<file path="src/rtl/alu_arbiter.sv">
// alu_arbiter: round-robin sequencer sharing one combinational ALU between two requesters
// over valid/ready request and response channels.
module alu_arbiter #(
   parameter int DATA_W = 32
) (
   input  logic              clk,
   input  logic              rst_n,
   input  logic              req0_valid,
   output logic              req0_ready,
   input  logic [DATA_W-1:0] req0_src1,
   input  logic [DATA_W-1:0] req0_src2,
   input  logic [3:0]        req0_ctrl,
   input  logic              req1_valid,
   output logic              req1_ready,
   input  logic [DATA_W-1:0] req1_src1,
   input  logic [DATA_W-1:0] req1_src2,
   input  logic [3:0]        req1_ctrl,
   output logic              rsp0_valid,
   input  logic              rsp0_ready,
   output logic [DATA_W-1:0] rsp0_result,
   output logic [2:0]        rsp0_zcv,
   output logic              rsp0_err,
   output logic              rsp1_valid,
   input  logic              rsp1_ready,
   output logic [DATA_W-1:0] rsp1_result,
   output logic [2:0]        rsp1_zcv,
   output logic              rsp1_err,
   output logic [DATA_W-1:0] alu_src1,
   output logic [DATA_W-1:0] alu_src2,
   output logic [3:0]        alu_ctrl,
   input  logic [DATA_W-1:0] alu_result,
   input  logic              alu_zero,
   input  logic              alu_cout,
   input  logic              alu_overflow
);
   typedef enum logic [1:0] {IDLE, EXEC, RESP} state_t;
   state_t state, state_nx;
   logic last_grant, grant, id, err, acc, legal, rsp_done, add_sub;
   logic [DATA_W-1:0] sel_src1, sel_src2;
   logic [3:0] sel_ctrl;
   logic [1:0] rsp_valid_q, err_q;
   logic [1:0][DATA_W-1:0] res_q;
   logic [1:0][2:0] zcv_q;
   always_comb begin
      grant    = (req0_valid & req1_valid) ? ~last_grant : req1_valid;
      sel_src1 = grant ? req1_src1 : req0_src1;
      sel_src2 = grant ? req1_src2 : req0_src2;
      sel_ctrl = grant ? req1_ctrl : req0_ctrl;
      legal    = sel_ctrl inside {4'd0, 4'd1, 4'd2, 4'd6, 4'd7, 4'd12};
      acc      = (state == IDLE) & (grant ? req1_valid : req0_valid);
      rsp_done = rsp_valid_q[id] & (id ? rsp1_ready : rsp0_ready);
      add_sub  = (alu_ctrl == 4'd2) | (alu_ctrl == 4'd6);
      state_nx = state;
      case (state)
         IDLE:    state_nx = acc ? EXEC : IDLE;
         EXEC:    state_nx = RESP;
         RESP:    state_nx = rsp_done ? IDLE : RESP;
         default: state_nx = IDLE;
      endcase
   end
   always_ff @(posedge clk or negedge rst_n)
      if (!rst_n) state <= IDLE;
      else state <= state_nx;
   // Illegal codes leave the ALU operands untouched; err masks the captured result instead.
   always_ff @(posedge clk or negedge rst_n) begin
      if (!rst_n) begin
         last_grant  <= 1'b1;
         id          <= 1'b0;
         err         <= 1'b0;
         alu_src1    <= '0;
         alu_src2    <= '0;
         alu_ctrl    <= '0;
         rsp_valid_q <= '0;
         err_q       <= '0;
         res_q       <= '0;
         zcv_q       <= '0;
      end else begin
         if (acc) begin
            id         <= grant;
            last_grant <= grant;
            err        <= ~legal;
            if (legal) begin
               alu_src1 <= sel_src1;
               alu_src2 <= sel_src2;
               alu_ctrl <= sel_ctrl;
            end
         end
         if (state == EXEC) begin
            rsp_valid_q[id] <= 1'b1;
            res_q[id]       <= err ? '0 : alu_result;
            zcv_q[id]       <= err ? 3'b000 : {alu_zero, add_sub & alu_cout, add_sub & alu_overflow};
            err_q[id]       <= err;
         end
         if (state == RESP && rsp_done) rsp_valid_q[id] <= 1'b0;
      end
   end
   assign req0_ready  = (state == IDLE) & ~grant;
   assign req1_ready  = (state == IDLE) & grant;
   assign rsp0_valid  = rsp_valid_q[0];
   assign rsp1_valid  = rsp_valid_q[1];
   assign rsp0_result = res_q[0];
   assign rsp1_result = res_q[1];
   assign rsp0_zcv    = zcv_q[0];
   assign rsp1_zcv    = zcv_q[1];
   assign rsp0_err    = err_q[0];
   assign rsp1_err    = err_q[1];
endmodule

</file>
<file path="config.mk">
export PLATFORM = sky130hd
export DESIGN_NAME = alu_arbiter
export DESIGN_NICKNAME = d
export VERILOG_FILES = /design/src/rtl/alu_arbiter.sv
export SDC_FILE = /design/constraint.sdc
export NUM_CORES = 1
export LEC_CHECK = 0
export ABC_AREA = 1
export BUFFER_PORTS_ARGS = -buffer_cell sky130_fd_sc_hd__buf_4
export CAP_MARGIN = 20
export CORE_MARGIN = 2
export CORE_UTILIZATION = 30
export DETAILED_ROUTE_END_ITERATION = 8
export GPL_TIMING_DRIVEN = 0
export PLACE_DENSITY = 0.54
export SLEW_MARGIN = 25
export SYNTH_ARGS = -nofsm -noshare
export SYNTH_HDL_FRONTEND = slang
export SYNTH_SLANG_ARGS = --single-unit
</file>
<file path="constraint.sdc">
create_clock -name clk -period 3.18 [get_ports clk]
set_input_delay 0.477 -clock clk [delete_from_list [all_inputs] [get_ports clk]]
set_output_delay 0.477 -clock clk [all_outputs]
set_load 0.01 [all_outputs]
</file>
# --- Yosys cells after proc, flatten, opt, wreduce, memory -nomap -nowiden ---
# Index checks and enable logic that the tools add are counted.
word_totals:
  reg_bits: 147
  input_bits: 177
  output_inout_bits: 144
  elab_cells: 68
op_classes:
  order_cmp: 2
  eq_ne: 9
  muxes: 24
  n_bitwise: 14
  reduce_logical: 6
ops:
  columns: ["op", "n"]
  rows:
  - ["2-to-1 mux 32 bit", 4]
  - ["bitwise mux 64 bit", 1]
  - ["demux 32 bit (select 1 bit)", 1]
  - ["equality test 4 x 3 -> 1 bit, second input constant", 3]
  - ["equality test 4 x 2 -> 1 bit, second input constant", 2]
  - ["AND 1 bit", 7]
  - ["2-to-1 mux 1 bit", 7]
  - ["bitwise mux 6 bit", 1]
  - ["2-to-1 mux 2 bit", 3]
  - ["2-to-1 mux 3 bit", 2]
  - ["case mux 2 bit (3 select lines)", 1]
  - ["nonzero test 6 bit", 1]
  - ["equality test 4 x 1 -> 1 bit, second input constant", 1]
  - ["equality test 4 bit, second input constant", 1]
  - ["logical NOT 4 bit", 1]
  - ["2-to-1 mux 4 bit", 1]
  - ["demux 3 bit (select 1 bit)", 1]
  - ["NOT 1 bit", 3]
  - ["AND 2 bit", 1]
  - ["bitwise mux 2 bit", 1]
  - ["equality test 2 x 1 -> 1 bit, second input constant", 1]
  - ["equality test 2 bit, second input constant", 1]
  - ["logical AND 1 bit", 2]
  - ["logical NOT 2 bit", 1]
  - ["other kinds (7)", 7]

# --- Depth between registers and ports, before layout ---
depth:
  ltp_word: 8
  ltp_mapped: 12
  depth_no_buf: 10

# --- Worst setup path before layout ---
# Ideal clock, no wire load.
synth_path:
  path_kind: "input port to flip-flop"
  from: "input port req1_valid"
  to: "register alu_src1[22]"
  setup_ps: 117
  arrival_ps: 1513
  required_time_ps: 3063
  path_slack_ps: 1550
  stages: 11
  n_path_buf: 3
  cell_sequence: "buf_4 nand2_4 nand2_1 nand2_1 nand3_1 nand2_2 nand3_2 buf_6 buf_6 nand2_1 nand2_1"
synth_via:
  elab_chain_len: 6
synth_rtl:
  columns: ["item", "line_no", "source"]
  rows:
  - ["start, declared", "13", "input logic req1_valid,"]
  - ["AND 1 bit", "45", "grant = (req0_valid & req1_valid) ? ~last_grant : req1_valid;"]
  - ["2-to-1 mux 1 bit", "45", null]
  - ["2-to-1 mux 4 bit", "48", "sel_ctrl = grant ? req1_ctrl : req0_ctrl;"]
  - ["equality test 4 x 1 -> 1 bit, or another cell as far along", "49", "legal = sel_ctrl inside {4'd0, 4'd1, 4'd2, 4'd6, 4'd7, 4'd12};"]
  - ["nonzero test 6 bit", "49", null]
  - ["AND reduction 2 bit (no line)", null, null]
  - ["end signal, assigned", "83", "alu_src1 <= sel_src1;"]
  - ["end, declared", "28", "output logic [DATA_W-1:0] alu_src1,"]
# Several ways; a longest one is shown, not always the timed one.
# A chain may end at the register's enable or synchronous reset.

# --- Final worst setup path ---
layout_path:
  from: "register last_grant"
  to: "output port req1_ready"
layout_via:
  elab_chain_len: 3
layout_rtl:
  columns: ["item", "line_no", "source"]
  rows:
  - ["start, declared", "38", "logic last_grant, grant, id, err, acc, legal, rsp_done, add_sub;"]
  - ["start signal, assigned", "80", "last_grant <= grant;"]
  - ["NOT 1 bit", "45", null]
  - ["2-to-1 mux 1 bit", "45", null]
  - ["AND 1 bit", "98", "assign req1_ready = (state == IDLE) & grant;"]
  - ["end, declared", "14", "output logic req1_ready,"]
# Every way passes these cells.

==> impl_metrics.ini <==
[timing]
setup_tns_ns = 0
worstMarginPinSlew_ns = 0.705
hold_viol_final = 0
period_share = 0.726
grt_setup_unrepaired = no
finalHoldWorstSlack_ns = 0.300
skew_ns = 0.0101
max-slew-margin-rel = 0.530
period_minus_slack_ns = 2.31
finalSetupViolations = 0
max_freq_mhz = 433
drv_slew = 0

[cells_and_area]
nets = 1473
n_fill_cell = 2471
syn_to_final_growth_pct = 48.1
layout_commonest_cell = nand2_1
diodes = 0
drive_gt1_frac = 0.293
layout_common_cells = nand2_1, buf_4, dfrtp_1

[drt]
vias_per_cell = 4.46
post_drt_wl_per_cell_um = 15.3
antenna_left = 0
drc_errors = 0
first_pass_iters = 5
num_vias = 7259
drt_wl_total_um = 24900
drt-initial-drc-count = 380

[synthesis]
yosys.cell_types.count = 22
ys_seq_area_frac = 0.519
syn_nets = 1132
yosys_warnings = 0
syn_inst = 955
syn_area_mm2 = 0.00709
synth_area_per_cell_um2 = 7.42
synth_seq_cells = 147

[clock_network]
cts-root-buf = clkbuf_16
clk_latency_ns = 0.42
cts_hold_buf = 1
cts_tree = done
cts_buffers = 17
cts_resized = 0
cts.path.max_buffers = 2
post_cts_buffers = 0
numClockSinks = 147
clk_pin_slew_ns = 0.06
htree_levels = 4

[place]
port_buffers = 319
gp_congestion = 0.807
hpwl_um = 19400

[floorplan]
die_area_mm2 = 0.0249
chipHeight_um = 158
ios = 321
die_w_um = 158
core_area_mm2 = 0.0233
initial_core_util = 0.304
num_rows = 56

[critical_path]
critPathLaunchType = flip-flop
path_max_fanout = 10
path_class = flip-flop to output port
crit_required_ns = 2.70
cp-end-kind = output port
cp.arrival_ns = 1.83

[global_routing]
gr-usage-met3 = 0.0556
antenna_found_initial = 0
grt_max_degree = 54
overflow = 0
top_usage_layer = met2
grt_use_total = 0.202
met2_usage = 0.343
grt_pass1_wl_um = 38600
met1_usage = 0.254
grt_pass1_vias = 6997

[power]
p_per_area_mw_per_mm2 = 869
peakVddDrop_mv = 0.274
p_leak_uw = 0.00605

[run_status]
status = complete, no violations

[run]
cap_violations = 0

[worst_hold_path]
hold_class = input pin to flip-flop
[report_power, final]
part / switching (uW) / internal [uW] / leakage (uW)
clock network: 864 / 1020 / 0.000269
registers: 482 / 2680 / 0.00190
logic: 2350 / 1720 / 0.00388
total: 3700 / 5420 / 0.00605
[synth_stat cells, drive strengths merged]
| library cell | count | area share |
|---|---|---|
| buf | 33 | 0.025 |
| clkbuf | 35 | 0.019 |
| dfrtp | 146 | 0.52 |
| dfstp | 1 | 0.0037 |
| inv | 48 | 0.025 |
| nand2 | 495 | 0.27 |
| nand3 | 81 | 0.058 |
| nand3b | 1 | 0.0011 |
| nand4 | 68 | 0.060 |
| nor2 | 39 | 0.021 |
| o21a | 1 | 0.0011 |
| o21ai | 6 | 0.0042 |
| o31ai | 1 | 0.0011 |
[worst max-delay path: stages, from the launching register on]
cell      delay [ns]
dfstp_2         0.55
nand2_4         0.10
nand2_4         0.12
clkbuf_1        0.36
nor2_1          0.12
buf_4           0.17
[area by class of cell]
type,count,area (um^2),share of cell area
well taps,319,399,0.0380
clock inverters,15,119,0.0113
repair buffers,322,2470,0.235
inverters,48,180,0.0172
clock buffers,17,425,0.0405
flip-flops and latches,147,3680,0.351
plain buffers,68,312,0.0297
multi-input cells,692,2920,0.278
[sequential cells by signal, indices dropped and copies added (netlist names), 2 cells and up, named ones only]
register / flops
alu_src1: 32
rsp0_result: 32
rsp1_zcv: 3
state: 2
alu_src2: 32
rsp0_zcv: 3
err_q: 2
alu_ctrl: 4
rsp1_result: 32
[kinds of logic (layout without fill, tap and decap cells)]
logic type,after synthesis,after routing,synth area share
buffers and inverters,116,470,0.0694
DFF,147,147,0.519
and+or+nand+nor,684,684,0.405
AOI/OAI and AO/OA,8,8,0.00636
[final timing paths]
check	start	endpoint	slack, ns	cells past startpoint
worst max-delay path	last_grant$_DFFE_PN1P_	req1_ready	0.87	5
worst min-delay path	alu_result[31]	rsp0_result[31]$_DFFE_PN0P_	0.30	3
worst max register to register	last_grant$_DFFE_PN1P_	alu_src1[21]$_DFFE_PN0P_	1.17	8
worst min register to register	rsp1_result[8]$_DFFE_PN0P_	rsp1_result[8]$_DFFE_PN0P_	0.47	2
max in group asynchronous	rst_n	last_grant$_DFFE_PN1P_	1.99	3
min in group asynchronous	rst_n	rsp0_result[7]$_DFFE_PN0P_	0.54	2
[metrics by stage]
stage / util / instances / instance area [um^2] / power (uW) / worst slack [ns]
floorplan: - / 955 / 7090 / 5110 / 1.55
global placement: 0.423 / 1593 / 9880 / 7290 / 0.812
detailed placement: 0.426 / 1595 / 9940 / 7340 / 0.975
CTS: 0.450 / 1628 / 10500 / 9270 / 0.792
global route: 0.450 / 1628 / 10500 / 9860 / 0.706
finish: 0.450 / 1628 / 10500 / 9120 / 0.871
[per-layer routing]
metal | up-vias | part of all wire
li1 | 3707 | -
met1 | 3279 | 0.42
met2 | 256 | 0.48
met3 | 17 | 0.088
met4 | 0 | 0.011
met5 | - | 0
No activity file was read; power rests on OpenSTA's default activity.
